**src/rtl/cam_capture_pkg.sv**
```systemverilog
// Shared encodings for the OV7670 capture slice: pixel formats and capture FSM states.
package cam_capture_pkg;

    typedef enum logic [1:0] {
        MODE_RGB565   = 2'd0,
        MODE_YUV_Y    = 2'd1,
        MODE_RGB444   = 2'd2,
        MODE_RESERVED = 2'd3
    } cam_mode_e;

    typedef enum logic [2:0] {
        ST_IDLE    = 3'd0,
        ST_SYNC_HI = 3'd1,
        ST_SYNC_LO = 3'd2,
        ST_ACTIVE  = 3'd3,
        ST_DONE    = 3'd4
    } cam_state_e;

endpackage

```
**src/rtl/cam_frame_capture_if.sv**
```systemverilog
// Camera pixel bus in, frame-buffer BRAM write port out.
interface cam_frame_capture_if #(
    parameter int ADDR_W = 19
);
    logic              vsync;
    logic              href;
    logic [7:0]        d;
    logic [ADDR_W-1:0] addr;
    logic [11:0]       dout;
    logic              we;

    modport master (output vsync, output href, output d, input addr, input dout, input we);
    modport slave  (input vsync, input href, input d, output addr, output dout, output we);
endinterface

```
**src/rtl/cam_pixel_pack.sv**
```systemverilog
// Combinational byte-pair to RGB444 packer; reserved mode 3 behaves as RGB565.
module cam_pixel_pack
    import cam_capture_pkg::*;
(
    input  logic [1:0]  mode,
    input  logic [7:0]  b0,
    input  logic [7:0]  b1,
    output logic [11:0] pix
);

    // Select the nibble extraction for the current camera format.
    always_comb begin
        pix = 12'h000;
        case (mode)
            MODE_YUV_Y:  pix = {b0[7:4], b0[7:4], b0[7:4]};
            MODE_RGB444: pix = {b0[3:0], b1[7:4], b1[3:0]};
            default:     pix = {b0[7:4], b0[2:0], b1[7], b1[4:1]};
        endcase
    end

endmodule

```
**src/rtl/cam_frame_capture.sv**
```systemverilog
// OV7670 capture engine: byte pairing, H/V decimation, window clipping and BRAM write generation.
module cam_frame_capture
    import cam_capture_pkg::*;
#(
    parameter int H_ACTIVE = 640,
    parameter int V_ACTIVE = 480,
    parameter int DECIM_H  = 1,
    parameter int DECIM_V  = 1,
    parameter int ADDR_W   = 19
) (
    input  logic               clk,
    input  logic               reset_n,
    input  logic               arm,
    input  logic               cont,
    input  logic [1:0]         mode,
    cam_frame_capture_if.slave bus,
    output logic               frame_done,
    output logic               busy,
    output logic               clipped,
    output logic               sync_err,
    output logic [7:0]         frame_cnt
);

    localparam int CW  = $clog2(H_ACTIVE + 1);
    localparam int RW  = $clog2(V_ACTIVE + 1);
    localparam int HPW = (DECIM_H > 1) ? $clog2(DECIM_H) : 1;
    localparam int VPW = (DECIM_V > 1) ? $clog2(DECIM_V) : 1;

    localparam logic [2:0] S_IDLE    = ST_IDLE;
    localparam logic [2:0] S_SYNC_HI = ST_SYNC_HI;
    localparam logic [2:0] S_SYNC_LO = ST_SYNC_LO;
    localparam logic [2:0] S_ACTIVE  = ST_ACTIVE;
    localparam logic [2:0] S_DONE    = ST_DONE;

    logic              vsync_r, href_r, vsync_q, href_q, phase_r;
    logic [7:0]        d_r, b0_r;
    logic [2:0]        state_r, state_nxt_s;
    logic [HPW-1:0]    hphase_r;
    logic [VPW-1:0]    vphase_r;
    logic [CW-1:0]     col_r;
    logic [RW-1:0]     row_r;
    logic [ADDR_W-1:0] line_base_r, pend_addr_r, addr_r;
    logic              line_px_r, pend_we_r, we_r;
    logic [11:0]       pend_pix_r, dout_r, pix_s;
    logic              frame_done_r, busy_r, clipped_r, sync_err_r;
    logic [7:0]        frame_cnt_r;

    logic vs_rise_s, vs_fall_s, hr_rise_s, hr_fall_s;
    logic start_s, active_s, px_done_s, keep_s, in_win_s;

    assign vs_rise_s = vsync_r & ~vsync_q;
    assign vs_fall_s = ~vsync_r & vsync_q;
    assign hr_rise_s = href_r & ~href_q;
    assign hr_fall_s = ~href_r & href_q;
    assign start_s   = (state_r == S_SYNC_LO) & vs_fall_s;
    assign active_s  = (state_r == S_ACTIVE);
    assign px_done_s = active_s & href_r & phase_r;
    assign keep_s    = px_done_s & (hphase_r == HPW'(0)) & (vphase_r == VPW'(0));
    assign in_win_s  = (col_r < CW'(H_ACTIVE)) & (row_r < RW'(V_ACTIVE));

    cam_pixel_pack u_pack (
        .mode (mode),
        .b0   (b0_r),
        .b1   (d_r),
        .pix  (pix_s)
    );

    // Next-state logic of the framing FSM.
    always_comb begin
        state_nxt_s = state_r;
        case (state_r)
            S_IDLE:    if (arm)       state_nxt_s = S_SYNC_HI; else state_nxt_s = S_IDLE;
            S_SYNC_HI: if (vsync_r)   state_nxt_s = S_SYNC_LO; else state_nxt_s = S_SYNC_HI;
            S_SYNC_LO: if (vs_fall_s) state_nxt_s = S_ACTIVE;  else state_nxt_s = S_SYNC_LO;
            S_ACTIVE:  if (vs_rise_s) state_nxt_s = S_DONE;    else state_nxt_s = S_ACTIVE;
            S_DONE:    if (cont)      state_nxt_s = S_SYNC_LO; else state_nxt_s = S_IDLE;
            default:   state_nxt_s = S_IDLE;
        endcase
    end

    // Input register stage, edge history and byte phase.
    always_ff @(posedge clk or negedge reset_n) begin
        if (!reset_n) begin
            vsync_r <= 1'b0; href_r <= 1'b0; d_r <= 8'h00;
            vsync_q <= 1'b0; href_q <= 1'b0;
            phase_r <= 1'b0; b0_r <= 8'h00;
        end else begin
            vsync_r <= bus.vsync;
            href_r  <= bus.href;
            d_r     <= bus.d;
            vsync_q <= vsync_r;
            href_q  <= href_r;
            phase_r <= href_r ? ~phase_r : 1'b0;
            if (href_r && !phase_r) b0_r <= d_r;
        end
    end

    // FSM state and frame-level status flags.
    always_ff @(posedge clk or negedge reset_n) begin
        if (!reset_n) begin
            state_r <= S_IDLE; busy_r <= 1'b0; frame_done_r <= 1'b0;
            frame_cnt_r <= 8'd0; clipped_r <= 1'b0; sync_err_r <= 1'b0;
        end else begin
            state_r      <= state_nxt_s;
            busy_r       <= (state_nxt_s != S_IDLE);
            frame_done_r <= (state_nxt_s == S_DONE);
            if (state_nxt_s == S_DONE) frame_cnt_r <= frame_cnt_r + 8'd1;
            if (start_s) begin
                clipped_r  <= 1'b0;
                sync_err_r <= 1'b0;
            end else begin
                if (keep_s && !in_win_s) clipped_r <= 1'b1;
                if (active_s && hr_fall_s && phase_r) sync_err_r <= 1'b1;
            end
        end
    end

    // Decimation phases and output column/row tracking; col/row saturate at the window edge.
    always_ff @(posedge clk or negedge reset_n) begin
        if (!reset_n) begin
            hphase_r <= '0; vphase_r <= '0; col_r <= '0; row_r <= '0;
            line_base_r <= '0; line_px_r <= 1'b0;
        end else if (start_s) begin
            hphase_r <= '0; vphase_r <= '0; col_r <= '0; row_r <= '0;
            line_base_r <= '0; line_px_r <= 1'b0;
        end else if (active_s) begin
            if (hr_rise_s) begin
                hphase_r  <= '0;
                col_r     <= '0;
                line_px_r <= 1'b0;
            end else if (px_done_s) begin
                hphase_r <= (hphase_r == HPW'(DECIM_H - 1)) ? '0 : hphase_r + HPW'(1);
                if (keep_s) begin
                    line_px_r <= 1'b1;
                    if (col_r < CW'(H_ACTIVE)) col_r <= col_r + CW'(1);
                end
            end else if (hr_fall_s) begin
                vphase_r <= (vphase_r == VPW'(DECIM_V - 1)) ? '0 : vphase_r + VPW'(1);
                // Lines that produced no pixel do not consume a frame-buffer row.
                if (line_px_r && (row_r < RW'(V_ACTIVE))) begin
                    row_r       <= row_r + RW'(1);
                    line_base_r <= line_base_r + ADDR_W'(H_ACTIVE);
                end
            end
        end
    end

    // Two-stage write pipeline: pack/address, then the registered BRAM port.
    always_ff @(posedge clk or negedge reset_n) begin
        if (!reset_n) begin
            pend_we_r <= 1'b0; pend_addr_r <= '0; pend_pix_r <= 12'h000;
            we_r <= 1'b0; addr_r <= '0; dout_r <= 12'h000;
        end else begin
            pend_we_r <= keep_s & in_win_s;
            if (keep_s) begin
                pend_addr_r <= line_base_r + ADDR_W'(col_r);
                pend_pix_r  <= pix_s;
            end
            we_r <= pend_we_r;
            if (pend_we_r) begin
                addr_r <= pend_addr_r;
                dout_r <= pend_pix_r;
            end
        end
    end

    assign bus.we     = we_r;
    assign bus.addr   = addr_r;
    assign bus.dout   = dout_r;
    assign frame_done = frame_done_r;
    assign busy       = busy_r;
    assign clipped    = clipped_r;
    assign sync_err   = sync_err_r;
    assign frame_cnt  = frame_cnt_r;

endmodule

```
**src/flat_wrapper.sv**
```systemverilog
// flat-port wrapper written by rule: the top's interface ports become plain ports
module cam_frame_capture_flat import cam_capture_pkg::*;
#(
    parameter int H_ACTIVE = 640,
    parameter int V_ACTIVE = 480,
    parameter int DECIM_H  = 1,
    parameter int DECIM_V  = 1,
    parameter int ADDR_W   = 19
)
  (clk, reset_n, arm, cont, mode, frame_done, busy, clipped, sync_err, frame_cnt, bus_vsync, bus_href, bus_d, bus_addr, bus_dout, bus_we);
  cam_frame_capture_if #(.ADDR_W(ADDR_W)) bus_i ();
  input  logic clk;
  input  logic reset_n;
  input  logic arm;
  input  logic cont;
  input  logic [1:0] mode;
  output logic frame_done;
  output logic busy;
  output logic clipped;
  output logic sync_err;
  output logic [7:0] frame_cnt;
  input wire logic [$bits(bus_i.vsync)-1:0] bus_vsync;
  input wire logic [$bits(bus_i.href)-1:0] bus_href;
  input wire logic [$bits(bus_i.d)-1:0] bus_d;
  output wire logic [$bits(bus_i.addr)-1:0] bus_addr;
  output wire logic [$bits(bus_i.dout)-1:0] bus_dout;
  output wire logic [$bits(bus_i.we)-1:0] bus_we;
  assign bus_i.vsync = bus_vsync;
  assign bus_i.href = bus_href;
  assign bus_i.d = bus_d;
  assign bus_addr = bus_i.addr;
  assign bus_dout = bus_i.dout;
  assign bus_we = bus_i.we;
  cam_frame_capture #(.H_ACTIVE(H_ACTIVE), .V_ACTIVE(V_ACTIVE), .DECIM_H(DECIM_H), .DECIM_V(DECIM_V), .ADDR_W(ADDR_W)) u_core (.clk(clk), .reset_n(reset_n), .arm(arm), .cont(cont), .mode(mode), .bus(bus_i), .frame_done(frame_done), .busy(busy), .clipped(clipped), .sync_err(sync_err), .frame_cnt(frame_cnt));
endmodule
```
**config.mk**
```make
export PLATFORM = sky130hd
export DESIGN_NAME = cam_frame_capture_flat
export DESIGN_NICKNAME = d
export VERILOG_FILES = /design/src/rtl/cam_capture_pkg.sv /design/src/rtl/cam_frame_capture_if.sv /design/src/rtl/cam_pixel_pack.sv /design/src/rtl/cam_frame_capture.sv /design/src/flat_wrapper.sv
export SDC_FILE = /design/constraint.sdc
export NUM_CORES = 1
export LEC_CHECK = 0
export ABC_AREA = 1
export ABC_CLOCK_PERIOD_IN_PS = 2400
export BUFFER_PORTS_ARGS = -buffer_cell sky130_fd_sc_hd__clkbuf_2
export CORE_ASPECT_RATIO = 0.7
export CORE_MARGIN = 1.5
export CORE_UTILIZATION = 51
export DETAILED_ROUTE_END_ITERATION = 8
export GPL_ROUTABILITY_DRIVEN = 0
export PLACE_DENSITY = 0.76
export SYNTH_ARGS = -nofsm -noshare
export SYNTH_HDL_FRONTEND = slang
export SYNTH_SLANG_ARGS = --single-unit
```
**constraint.sdc**
```tcl
create_clock -name clk -period 2.4 [get_ports clk]
set_input_delay 0.48 -clock clk [delete_from_list [all_inputs] [get_ports clk]]
set_output_delay 0.48 -clock clk [all_outputs]
set_load 0.03 [all_outputs]
```
* Word-level counts from Yosys, hierarchy flattened
Cells that the tools add are included.
Word-level totals: register bits after elaboration 141, input bits 16, output and inout bits 44, logic and storage cells 129
Cells by class: add/subtract/negate cells 7, order comparisons 2, equal/unequal tests 9, multiplexer cells 46, bitwise operators 18, reduce and logical (&&, ||, !) cells 22
Operators by type and width (number):
- two-way mux 19 bit | 6
- two-way mux 10 bit | 6
- two-way mux 9 bit | 6
- one-hot mux 12 bit (2 select lines) | 1
- two-way mux 1 bit | 23
- adder 19 x 10 -> 19 bit | 1
- adder 19 x 10 -> 19 bit, second input constant | 1
- one-hot mux 3 bit (5 select lines) | 1
- nonzero test 3 bit | 4
- AND 1 bit | 11
- adder 10 x 1 -> 10 bit, second input constant | 1
- < comparator 10 bit, second input constant | 1
- nonzero test 2 bit | 5
- adder 9 x 1 -> 9 bit, second input constant | 1
- < comparator 9 bit, second input constant | 1
- adder 8 x 1 -> 8 bit, second input constant | 1
- AND reduction 4 bit | 2
- NOT 1 bit | 7
- equality test 3 x 2 -> 1 bit, second input constant | 2
- equality test 3 bit, second input constant | 2
- logical AND 1 bit | 5
- AND reduction 5 bit | 1
- two-way mux 2 bit | 2
- equality test 3 x 1 -> 1 bit, second input constant | 1
- 10 further kinds | 12

* Depth between registers and ports, before layout
Gate-level depths: netlist of the first run.
depth in word-level cells 10, mapped depth 10, gate-level depth less buffers 9

* By module
A second synthesis of the first run with hierarchy kept.
Unflattened totals: cell total of the unflattened synthesis 655, area total of the unflattened synthesis 5947.0 sq um
By module, submodules not included:
- cam_frame_capture | instances 1, cells an instance 591, area an instance 5656.7 sq um, sequential area each 3303.2 sq um
- cam_pixel_pack | instances 1, cells an instance 64, area an instance 290.3 sq um, sequential area each 0.0 sq um

* Worst setup path before layout of the first run
Ideal clock, no wire load.
kind input to register, from input port mode[0], to register u_core.pend_pix_r[2], setup time 0.130 ns, arrival time 1.460 ns, data required time 2.270 ns, setup slack 0.810 ns, cell stages on the path 7, buffers on the path 1, path through inv_1 ha_1 clkinv_1 clkbuf_1 o221ai_1 nand2_1 o21ai_0
Between the ends: word-level cells in the longest chain between the ends 2, elaborated cells on any way between the ends 3, those cells by class 2 x eq/ne; 1 x mux
RTL lines:
- from (decl) | RTL line flat_wrapper.sv:16 | input logic [1:0] mode;
- equality test 2 bit / equality test 2 x 1 -> 1 bit (equally long branches) | RTL line cam_pixel_pack.sv:14 | case (mode)
- one-hot mux 12 bit (2 select lines) * | RTL line cam_pixel_pack.sv:14
- to (signal assigned) | RTL line cam_frame_capture.sv:157 | pend_pix_r <= pix_s;
- to (decl) | RTL line cam_frame_capture.sv:44 | logic [11:0] pend_pix_r, dout_r, pix_s;
Mark *: on every way between the ends. The rest lies on a longest branch, timed or not. A chain may end at the register's enable or synchronous reset.

* Worst setup path in the final report of the first run
from register u_core.state_r[1], to register u_core.col_r[7]
Between the ends: word-level cells in the longest chain between the ends 7, elaborated cells on any way between the ends 13, those cells by class 2 x eq/ne; 1 x mux; 5 x bitwise; 5 x reduce/logical
RTL lines:
- from (decl) | RTL line cam_frame_capture.sv:37 | logic [2:0] state_r, state_nxt_s;
- from (signal assigned) | RTL line cam_frame_capture.sv:104 | state_r <= state_nxt_s;
- equality test 3 x 2 -> 1 bit | RTL line cam_frame_capture.sv:56 | assign active_s = (state_r == S_ACTIVE);
- AND 1 bit (2 in a row) | RTL line cam_frame_capture.sv:57 | assign px_done_s = active_s & href_r & phase_r;
- AND 1 bit (2 in a row) | RTL line cam_frame_capture.sv:58 | assign keep_s = px_done_s & (hphase_r == HPW'(0)) & (vphase_r == VPW'(0));
- nonzero test 3 bit (no line)
- AND reduction 4 bit (no line)
- to (signal assigned) | RTL line cam_frame_capture.sv:135 | if (col_r < CW'(H_ACTIVE)) col_r <= col_r + CW'(1);
- to (decl) | RTL line cam_frame_capture.sv:40 | logic [CW-1:0] col_r;
Several ways; a longest one is shown, not always the timed one.

==> summary.md, run 1 <==
| Metric | Value |
|---|---|
| Status | `complete, no violations` |
| Flop-to-flop setup slack | `roughly 0.55 ns` |
| First-pass GRT wire length | `between 20 and 25 mm` |
| Number of diodes | `0` |
| Post-Route Utilization | `between 60% and 70%` |
| I/O Pins | `60` |
| CP startpoint kind | `flip-flop` |
| Final net count | `slightly below 800` |
| Layout overhead on the synthesized area | `17.8%` |
| Die Area | `12500 um2` |
| Area leader, netlist | `dfrtp_1` |
| Crit Reg-Reg Endpoint | `u_core.col_r[7]` |
| Synthesized cell area | `around 6000 um2` |
| Clock Sinks | `about 130` |
| Final worst slack | `around 0.55 ns` |
| Syn nets | `707` |
| Initial antenna violation count | `0` |
| WL final | `roughly 14 mm` |
| DP Worst Slack | `0.608 ns` |
| Clock skew | `about 0.013 ns` |
| CP Class | `flip-flop to flip-flop` |
| Crit path from | `u_core.state_r[1]` |
| Final max-slew violation count | `0` |
| HP Class | `primary input to async pin` |
| Worst EP arrival | `approximately 2.1 ns` |
| Top cell type's share of synthesized area | `54.7%` |
| Core area | `between 10000 and 15000 um2` |
| Routed vias | `4955` |
| Commonest cells in the netlist | `nand2_1 (151), dfrtp_1 (132), inv_1 (83)` |
| Clock Latency Late Sink | `0.42 ns` |
| Pre-antenna DRT Iters | `5` |
| Worst reg-to-reg path cell count | `9` |
| Clock period minus worst slack | `about 1.8 ns` |
| Post-CTS Setup Repair Bufs | `0` |
| Iteration-0 DRC Markers | `about 430` |
| Lkg Pwr | `around 3.6 nW` |
| Period utilization | `between 70% and 80%` |
| F_max | `541 MHz` |
| Final setup violation count | `0` |
| Initial Util | `51.9%` |
| Cts hold-fix bufs | `0` |
| Port-buffer cells | `between 50 and 60` |
| Syn Inst Count | `681` |
| Setup_tns | `0 ns` |
| Gr usage total | `about a quarter` |
| Post-DR vias/cell | `5.40` |
| Maxcap violations | `0` |
| Ys Warns | `0` |
| Number of global-route vias before repair | `roughly 4800` |
| Final Hold Fails | `0` |
| PD cells | `~1100 nW/um2` |
| Worst-margin pin slew | `slightly above 0.6 ns` |
| RSZ-0062 raised after global routing | `no` |
| Cell Rows | `33` |
| Clock Path Buffers | `2` |
| GR Overflow Total | `0` |
| Die Height | `between 90 and 100 um` |
| Post-synthesis sequential area ratio | `a little over half` |
| CTS HTree Levels | `4` |
| CTS tree | `built` |
| Synthesized area per cell | `slightly below 9 um2` |
| Share of layout cells above drive strength 1 | `17.0%` |
| Clock slew seen by the registers of the worst setup and hold paths | `0.05 ns` |
| Ys async rst share | `100%` |
| Final ANT Viol Nets | `0` |
| Largest net degree at the start of global routing | `44` |
| EDFF count, synth | `0` |
| CP endpoint kind | `flip-flop` |
| Routed length per instance | `14.8 um` |
| Design Power | `between 7 and 8 mW` |
| DRC violations left | `0` |
| Post-synthesis register bit count | `roughly 130` |
| Peak VDD IR | `0.593 mV` |
| Post-DP HPWL | `~9.1 mm` |
| Worst slew margin | `around 60%` |
| Root Driver | `clkbuf_16` |
| Reg-to-Reg Start | `u_core.state_r[1]` |
| CTS resizes | `0` |
| Dominant synthesized flop cell | `dfrtp_1` |
| Distinct cells, synth | `36` |
| Critical Path End | `u_core.col_r[7]` |
| CTS buffer count | `17` |
| Die X | `approximately 130 um` |
| Synth top area cells | `dfrtp_1 (55%), nand2_1 (9.4%), inv_1 (5.2%), nand3_1 (4.5%), o21ai_0 (4.2%)` |
| Maximum fanout along the worst path | `15` |
| Top-count cell post-synth | `nand2_1` |
| WP data required | `2.69 ns` |
## placed cells by master, fill, tap and decap left out, types with 2 or more instances in the layout
cell type  instances
nand2_1          151
dfrtp_1          132
inv_1             83
clkbuf_2          58
nor2_1            57
nand3_1           54
o21ai_0           51
nand4_1           27
a21oi_1           22
clkbuf_16         17
mux2_2            16
ha_1              10
buf_4             10
xor2_1             9
nor3_1             6
o21ai_2            6
xnor2_1            5
o221ai_1           5
o211ai_1           4
clkbuf_8           4
inv_2              3
or2_2              3
o22ai_1            3
clkinv_2           3
clkbuf_1           3
bufinv_16          2
buf_12             2
## worst min-delay path by stage
stage,end,slack [ns]
2_1_floorplan,u_core.b0_r[0],0.18
3_3_place_gp,u_core.href_q,0.41
3_5_place_dp,u_core.href_q,0.41
4_1_cts,u_core.frame_cnt[4],0.09
5_1_grt,u_core.frame_cnt[4],0.11
6_report,u_core.frame_cnt[4],0.07
## sequential cells by signal, indices dropped and copies added, names as in the netlist, 3 cells and up
signal and count:
u_core.d_r 8, u_core.state_r 3, u_core.b0_r 8, u_core.col_r 10, u_core.bus.addr 19, u_core.row_r 9
u_core.bus.dout 12, u_core.pend_addr_r 19, u_core.line_base_r 12, u_core.frame_cnt 8, u_core.pend_pix_r 12
## report_power, final
group | internal, mW | switching (mW) | total (mW)
clock network | 1.61 | 0.878 | 2.49
logic | 0.581 | 1.29 | 1.87
registers | 2.78 | 0.354 | 3.13
total | 4.97 | 2.52 | 7.49
## per-layer routing
layer  wire [um]  global-route usage (%)  vias to the layer above
li1            -                       -                     2368
met1        6230                    30.7                     2397
met2        6310                    37.7                      161
met3         703                    6.09                       29
met4         302                    10.3                        0
met5           0                       0                        -
## final cells by class
class / instances / area, um2
fillers: 988 / 4520
flip-flops and latches: 132 / 3300
multi-input cells: 442 / 2320
clock buffers: 24 / 492
repair buffers: 70 / 405
inverters: 87 / 327
well taps: 157 / 196
clock inverters: 5 / 75.1
## stage by stage
stage / area (um2) / std cells / hold slack (ns)
after global routing: 7120 / 917 / 0.107
after CTS: 7120 / 917 / 0.0877
after detailed placement: 6550 / 888 / 0.414
after floorplan: 6040 / 681 / 0.184
final: 7120 / 917 / 0.0655
after global placement: 6550 / 888 / 0.415
## kinds of logic (layout without fill, tap and decap cells)
kind of cell / after synthesis / count (layout) / share of synthesized area [%]
AOI/OAI and AO/OA: 95 / 95 / 8.94
xor gates and xnor gates: 14 / 14 / 2.03
adders and majority gates: 10 / 10 / 2.07
buffers and inverters: 107 / 186 / 6.94
DFF: 132 / 132 / 54.7
muxes: 16 / 16 / 2.98
other: 1 / 1 / 0.0621
and+or+nand+nor: 306 / 306 / 22.3
## worst max-delay path: stages, from the launching register on
cell     delay, ns
dfrtp_1       0.42
inv_1         0.09
nor2_1        0.15
nand3_2       0.28
nand2_1       0.20
nand2_1       0.09
nand2_1       0.08
nand2_2       0.21
nand2_1       0.15
o21ai_2       0.06
No activity file was read; power rests on OpenSTA's default activity.
==> run 2, diff against run 1 <==
--- a/config.mk
+++ b/config.mk
@@ -5,15 +5,15 @@
 export SDC_FILE = /design/constraint.sdc
 export NUM_CORES = 1
 export LEC_CHECK = 0
-export ABC_AREA = 1
-export ABC_CLOCK_PERIOD_IN_PS = 2400
+export ABC_AREA = 0
+export ABC_CLOCK_PERIOD_IN_PS = 1600
 export BUFFER_PORTS_ARGS = -buffer_cell sky130_fd_sc_hd__clkbuf_2
 export CORE_ASPECT_RATIO = 0.7
 export CORE_MARGIN = 1.5
 export CORE_UTILIZATION = 51
 export DETAILED_ROUTE_END_ITERATION = 8
 export GPL_ROUTABILITY_DRIVEN = 0
-export PLACE_DENSITY = 0.76
+export PLACE_DENSITY = 0.79
 export SYNTH_ARGS = -nofsm -noshare
 export SYNTH_HDL_FRONTEND = slang
 export SYNTH_SLANG_ARGS = --single-unit
==> constraint.sdc (replaced) <==
create_clock -name clk -period 1.6 [get_ports clk]
set_input_delay 0.32 -clock clk [delete_from_list [all_inputs] [get_ports clk]]
set_output_delay 0.32 -clock clk [all_outputs]
set_load 0.03 [all_outputs]
==> run 2 against run 1 <==
  * Sequential power increased by 57%
  * The flow now finishes with violations (negative setup slack)
  * Final cell count decreased by 8.4%
  * Critical path type unchanged
  * Sequential share of layout area decreased by 4.5 points
  * Final area increased by 11%
  * Register-to-register slack got worse by 0.63 ns
  * Worst hold slack got worse by 0.049 ns
  * Combinational power increased by 86%
  * First-iteration DRC count increased by 29%
  * Global-route usage increased by 1.5 points
==> summary.md, run 2 <==
| Metric | Value |
|---|---|
| Clock period minus worst slack | `1.68 ns (-0.171 ns)` |
| Part of the power in registers | `40.1% (-1.7 points)` |
| Area leader, netlist | `dfrtp_1` |
| Worst EP arrival | `2.03 ns (-0.11 ns)` |
| GR Overflow Total | `0 (unchanged)` |
| Final worst slack | `-0.0758 ns (-0.629 ns)` |
| First-pass GRT wire length | `23.7 mm (+3.9%)` |
| Distinct cells, synth | `54 (+50%)` |
| Root Driver | `clkbuf_16` |
| Syn nets | `567 (-20%)` |
| Dominant synthesized flop cell | `dfrtp_1` |
| Top cell type's share of synthesized area | `56.0% (+1.4 points)` |
| Number of global-route vias before repair | `4789 (+0.10%)` |
| Critical Path End | `u_core.line_base_r[12]` |
| CP Class | `flip-flop to flip-flop` |
| DP Worst Slack | `-0.183 ns (-0.791 ns)` |
| Routed length per instance | `18.3 um (+24%)` |
| Most common cell after layout, fill and taps aside | `dfrtp_1` |
| I/O Pins | `60 (unchanged)` |
| Sw frac | `34.5% (+0.85 points)` |
| Crit path from | `u_core.state_r[2]` |
| Setup_tns | `-0.721 ns (-0.721 ns)` |
| Gr usage total | `25.1% (+1.5 points)` |
| Initial antenna violation count | `0 (unchanged)` |
| Port-buffer cells | `59 (unchanged)` |
| Maxcap violations | `0 (unchanged)` |
| Number of diodes | `0 (unchanged)` |
| Post-synthesis sequential area ratio | `56.0% (+1.4 points)` |
| Share of layout cells above drive strength 1 | `38.6% (+22 points)` |
| CP startpoint kind | `flip-flop` |
| Synthesized cell area | `5900 um2 (-2.4%)` |
| Clock slew seen by the registers of the worst setup and hold paths | `0.06 ns (about the same)` |
| Die X | `132 um (-1.2%)` |
| Post-DP HPWL | `9.61 mm (+5.3%)` |
| Worst-path cell chain | `and3b_4 > nand4_4 > or4_4 > a21oi_2` |
| PD cells | `1550 nW/um2 (+48%)` |
| Crit Reg-Reg Endpoint | `u_core.line_base_r[12]` |
| CTS buffer count | `17 (unchanged)` |
| RSZ-0062 raised after global routing | `yes` |
| Reg-to-Reg Start | `u_core.state_r[2]` |
| Synth top area cells | `dfrtp_1 (56%), mux2_2 (7.6%), nand2_1 (3.8%), a21oi_1 (2.6%), o21ai_0 (2.6%)` |
| CP endpoint kind | `flip-flop` |
| NetSw | `4.23 mW (+68%)` |
| Post-DR vias/cell | `5.86 (+8.4%)` |
| Clock Sinks | `132 (unchanged)` |
| Design internal power | `8.03 mW (+61%)` |
| Final max-slew violation count | `0 (unchanged)` |
| Ys Warns | `0 (unchanged)` |
| Clock Latency Late Sink | `0.42 ns (about the same)` |
| Clk pwr share | `31.5% (-1.8 points)` |
| Peak VDD IR | `1.26 mV (+110%)` |
| Maximum fanout along the worst path | `8 (-7)` |
| WL final | `15.4 mm (+13%)` |
| Period utilization | `105% (+28 points)` |
| Final Hold Fails | `0 (unchanged)` |
| Cell depth of the worst min-delay path | `1` |
| Routed vias | `4921 (-0.69%)` |
| Commonest cells in the netlist | `dfrtp_1 (132), nand2_1 (60), mux2_2 (40)` |
| Die Height | `93.0 um (-1.2%)` |
| Syn Inst Count | `541 (-21%)` |
| Layout overhead on the synthesized area | `33.9%` |
| CTS HTree Levels | `4 (unchanged)` |
| Lkg Pwr | `3.59 nW (about the same)` |
| Die Area | `12200 um2 (-2.4%)` |
| Flop-to-flop setup slack | `-0.08 ns (-0.63 ns)` |
| DRC violations left | `0 (unchanged)` |
| Clock skew | `0.00643 ns (-0.00620 ns)` |
| EDFF count, synth | `0 (unchanged)` |
| Crit-path max cell delay | `0.58 ns (+0.16 ns)` |
| Worst reg-to-reg path cell count | `4 (-5)` |
| Final setup violation count | `21 (+21)` |
| Most frequent cells in the layout | `dfrtp_1 (129), buf_4 (59), clkbuf_2 (58)` |
| Largest net degree at the start of global routing | `47 (+6.8%)` |
| F_max | `597 MHz (+10%)` |
| Synthesized area per cell | `10.9 um2 (+23%)` |
| CTS tree | `built` |
| Top-count cell post-synth | `dfrtp_1` |
| Comb power frac | `28.4% (+3.4 points)` |
| Final net count | `701 (-9.7%)` |
| Status | `complete, but fails checks` |
| HP Class | `primary input to flip-flop` |
| Pre-antenna DRT Iters | `5 (unchanged)` |
| Cell Rows | `32 (-3.0%)` |
| Ys async rst share | `100% (unchanged)` |
| Iteration-0 DRC Markers | `551 (+29%)` |
| Post-synthesis register bit count | `132 (unchanged)` |
| Initial Util | `53.0% (+1.1 points)` |
| Final ANT Viol Nets | `0 (unchanged)` |
| Min-delay src | `bus_d[4]` |
| Failing checks | `negative setup slack` |
| Core area | `11100 um2 (-4.4%)` |
| Critical Path Slowest Stage Cell | `or4_4` |
| Clock Path Buffers | `2 (unchanged)` |
| WP data required | `1.95 ns (-0.74 ns)` |
| Post-Route Utilization | `70.9% (+9.8 points)` |
[run 2: logic make-up after synthesis]
group	Yosys count	synth area share [%]
fa+ha+maj	10	2.12
buf+inv	41	3.12
simple gates	182	16.0
flops	132	56.0
compound gates	118	12.4
xor+xnor	13	1.93
other cells	1	0.0636
mux	44	8.32
[run 2: timing repair]
item / in CTS / in global routing
hold endpoints to repair: 21 / 0
setup endpoints to repair: 29 / 42
cloned: 1 / 2
setup buffers: 3 / 12
gates resized for setup: 20 / 57
pin swaps: 7 / 26
hold buffers: 8 / 0
[run 2: metrics by stage]
| step | cell area (um2) | hold WS (ns) | std cells | power (mW) |
|---|---|---|---|---|
| finish | 7890 | 0.0165 | 840 | 12.3 |
| global route | 7890 | 0.00199 | 840 | 12.8 |
| CTS | 7580 | 0.00433 | 826 | 12.0 |
| detailed placement | 6790 | 0.204 | 783 | 8.04 |
| global placement | 6790 | 0.203 | 783 | 7.86 |
| floorplan | 5930 | 0.0244 | 541 | 6.82 |
[run 2: power by group through the flow]
stage	registers [mW]	logic [mW]	clock network, mW
2_1_floorplan	5.56	1.26	0
3_3_place_gp	4.84	3.02	0
5_1_grt	5.02	3.75	4.07
4_1_cts	4.89	3.25	3.90
3_5_place_dp	4.92	3.12	0
6_report	4.92	3.48	3.86
[run 2: layout make-up]
type / instances / area (um2)
clock inverters: 11 / 128
flip-flops and latches: 132 / 3310
clock buffers: 20 / 467
well taps: 153 / 191
inverters: 11 / 41.3
repair buffers: 144 / 1060
multi-input cells: 369 / 2700
fillers: 751 / 3240
[run 2: worst min-delay path by stage]
stage,to,slack [ns]
6_report,u_core.d_r[4],0.02
5_1_grt,u_core.d_r[0],0.002
4_1_cts,u_core.d_r[7],0.004
3_5_place_dp,u_core.bus.addr[13],0.20
3_3_place_gp,u_core.bus.addr[13],0.20
2_1_floorplan,u_core.b0_r[0],0.02
[run 2: critical path, delay by kind of cell, from the launching register on]
kind	cells	cell delay, ns
flip-flops	1	0.39
AND/OR/NAND/NOR	3	1.09
AO/OA/AOI/OAI	1	0.12
[run 2: metal layers]
| metal | share of wire, % | wire [um] | GRT usage, % | vias up |
|---|---|---|---|---|
| met3 | 6.1 | 930 | 6.19 | 24 |
| met5 | 0 | 0 | 0 | - |
| met2 | 50 | 7720 | 41.0 | 208 |
| met4 | 1.3 | 199 | 8.52 | 0 |
| li1 | - | - | - | 2240 |
| met1 | 42 | 6500 | 33.1 | 2449 |
==> run 3, diff against run 2 <==
--- a/config.mk
+++ b/config.mk
@@ -5,7 +5,7 @@
 export SDC_FILE = /design/constraint.sdc
 export NUM_CORES = 1
 export LEC_CHECK = 0
-export ABC_AREA = 0
+export ABC_AREA = 1
 export ABC_CLOCK_PERIOD_IN_PS = 1600
 export BUFFER_PORTS_ARGS = -buffer_cell sky130_fd_sc_hd__clkbuf_2
 export CORE_ASPECT_RATIO = 0.7
==> run 3 against run 2 <==
  * The run now ends clean
  * Global-route usage barely moved
  * Final cell count increased by 14%
  * Clock skew up 0.0079 ns
  * Critical endpoint is now u_core.pend_addr_r[18]
==> summary.md, run 3 (same netlist as run 1, synthesis figures left out) <==
| Metric | Value |
|---|---|
| Status | `complete, no violations` |
| Fill cells | `907 (+21%)` |
| Gr usage total | `25.1% (about the same)` |
| Die Area | `12500 um2 (+2.4%)` |
| NetSw | `3.96 mW (-6.2%)` |
| Clock skew | `0.0144 ns (+0.00794 ns)` |
| First-pass GRT wire length | `24.4 mm (+2.9%)` |
| Most common cell after layout, fill and taps aside | `nand2_1` |
| HP Class | `primary input to flip-flop` |
| Cell Rows | `33 (+3.1%)` |
| CP endpoint kind | `flip-flop` |
| GR Overflow Total | `0 (unchanged)` |
| Routing usage on met1 | `32.2% (-0.95 points)` |
| Design Power | `11.2 mW (-8.2%)` |
| Initial Util | `51.9% (-1.1 points)` |
| Worst EP arrival | `1.87 ns (-0.16 ns)` |
| Clk pwr share | `31.0% (-0.5 points)` |
| WP data required | `1.90 ns (-0.05 ns)` |
| CTS HTree Levels | `4 (unchanged)` |
| Period utilization | `98.1% (-6.7 points)` |
| GRT met3 Usage | `5.72% (-0.47 points)` |
| Setup_tns | `0 ns (+0.721 ns)` |
| Clock Latency Late Sink | `0.42 ns (about the same)` |
| Clock Path Buffers | `2 (unchanged)` |
| Clock period minus worst slack | `1.57 ns (-0.107 ns)` |
| Layout overhead on the synthesized area | `23.9%` |
| Dpl cells | `908 (+16%)` |
| Maxcap violations | `0 (unchanged)` |
| Die Height | `94.1 um (+1.2%)` |
| Die X | `133 um (+1.2%)` |
| Number of global-route vias before repair | `5146 (+7.5%)` |
| Part of the power in registers | `41.6% (+1.5 points)` |
| Comb power frac | `27.3% (-1.1 points)` |
| CP Class | `flip-flop to flip-flop` |
| DRC violations left | `0 (unchanged)` |
| Iteration-0 DRC Markers | `450 (-18%)` |
| Root Driver | `clkbuf_16` |
| RSZ-0062 raised after global routing | `yes` |
| PD cells | `1500 nW/um2 (-3.3%)` |
| Lkg Pwr | `3.73 nW (+3.7%)` |
| Final net count | `811 (+16%)` |
| Design internal power | `7.29 mW (-9.3%)` |
| Clock Sinks | `132 (unchanged)` |
| Most frequent cells in the layout | `nand2_1 (147), dfrtp_1 (129), inv_1 (80)` |
| Routed vias | `5221 (+6.1%)` |
| GR Util met2 | `40.9% (-0.12 points)` |
| Pre-antenna DRT Iters | `6 (+1)` |
| Final max-slew violation count | `0 (unchanged)` |
| Peak VDD IR | `0.943 mV (-25%)` |
| Share of layout cells above drive strength 1 | `22.4% (-16 points)` |
| Largest net degree at the start of global routing | `65 (+38%)` |
| Most crowded layer after global routing | `met2` |
| Final ANT Viol Nets | `0 (unchanged)` |
| WL final | `14.5 mm (-5.4%)` |
| WHS | `0.00849 ns (-0.00796 ns)` |
| Port-buffer cells | `59 (unchanged)` |
| Maximum fanout along the worst path | `4 (-4)` |
| Final worst slack | `0.0307 ns (+0.107 ns)` |
| Final Hold Fails | `0 (unchanged)` |
| CTS tree | `built` |
| DP Worst Slack | `-0.0750 ns (+0.108 ns)` |
| F_max | `637 MHz (+6.8%)` |
| I/O Pins | `60 (unchanged)` |
| CP startpoint kind | `flip-flop` |
| Final non-filler cell total | `955 (+14%)` |
| CTS buffer count | `17 (unchanged)` |
| Clock slew seen by the registers of the worst setup and hold paths | `0.06 ns (about the same)` |
| Core area | `11600 um2 (+4.6%)` |
| Final setup violation count | `0 (-100%)` |
| Post-DR vias/cell | `5.47 (-6.7%)` |
| Routed length per instance | `15.2 um (-17%)` |
| Post-DP HPWL | `9.90 mm (+3.0%)` |
| Sw frac | `35.2% (+0.75 points)` |
| Number of diodes | `0 (unchanged)` |
| Initial antenna violation count | `0 (unchanged)` |
-- run 3: cell count changes in the layout (fill, tap and decap cells not counted), sizes merged, moves of 24 or more --
cell	change
inv	+73
nand3	+35
o21ai	+24
nand2	+92
buf	-39
mux2	-24
-- run 3: path summary, 6_finish.rpt --
path | depth (start not counted) | from | endpoint | slack [ns]
worst max register to register | 8 | u_core.col_r[8] | u_core.pend_addr_r[18] | 0.03
max in group asynchronous | 3 | reset_n | u_core.state_r[0] | 0.73
worst max-delay path | 8 | u_core.col_r[8] | u_core.pend_addr_r[18] | 0.03
worst min-delay path | 1 | bus_vsync | u_core.vsync_r | 0.008
min in group asynchronous | 2 | reset_n | u_core.d_r[4] | 0.28
worst min register to register | 0 | u_core.href_r | u_core.href_q | 0.42
-- run 3: worst max-delay path, cell delays in order, from the launching register on --
cell and delay (ns):
dfrtp_1 0.43, ha_4 0.30, nand3_2 0.11, nand3_4 0.14, nand2_2 0.09, nand2_1 0.12, nand3_1 0.10, nand3_1 0.10
nand2_1 0.06
-- run 3: metrics by stage --
stage               cell area, um2  utilization [%]
floorplan                     6040                -
global placement              6720             57.7
detailed placement            6720             57.7
CTS                           7380             63.4
global route                  7490             64.3
finish                        7490             64.3
-- run 3: repair_timing --
item / 4_1_cts / 5_1_grt
resized for setup: 6 / 22
pin swaps: 0 / 1
setup endpoints to repair: 35 / 43
hold endpoints to repair: 20 / 0
buffers inserted: 4 / 3
hold buffers: 8 / 0
-- run 3: power by group through the flow --
stage	logic [mW]	clock network, mW	registers [mW]
after floorplan	1.24	0	5.37
after global placement	2.83	0	4.68
after CTS	3.00	3.53	4.67
final	3.08	3.49	4.68
after detailed placement	2.92	0	4.72
after global routing	3.37	3.67	4.79
-- run 3: layout make-up --
class	instances	area [um2]	share of cell area [%]
sequential	132	3310	44.2
tap	157	196	2.62
timing repair buffer	105	704	9.41
clock inverter	9	55.1	0.735
inverter	87	330	4.41
clock buffer	23	478	6.38
multi-input combinational	442	2420	32.3
-- run 3: metal layers --
| layer | vias to the layer above | part of all wire [%] |
|---|---|---|
| li1 | 2448 | - |
| met1 | 2515 | 44 |
| met2 | 207 | 48 |
| met3 | 51 | 5.8 |
| met4 | 0 | 2.8 |
| met5 | - | 0 |
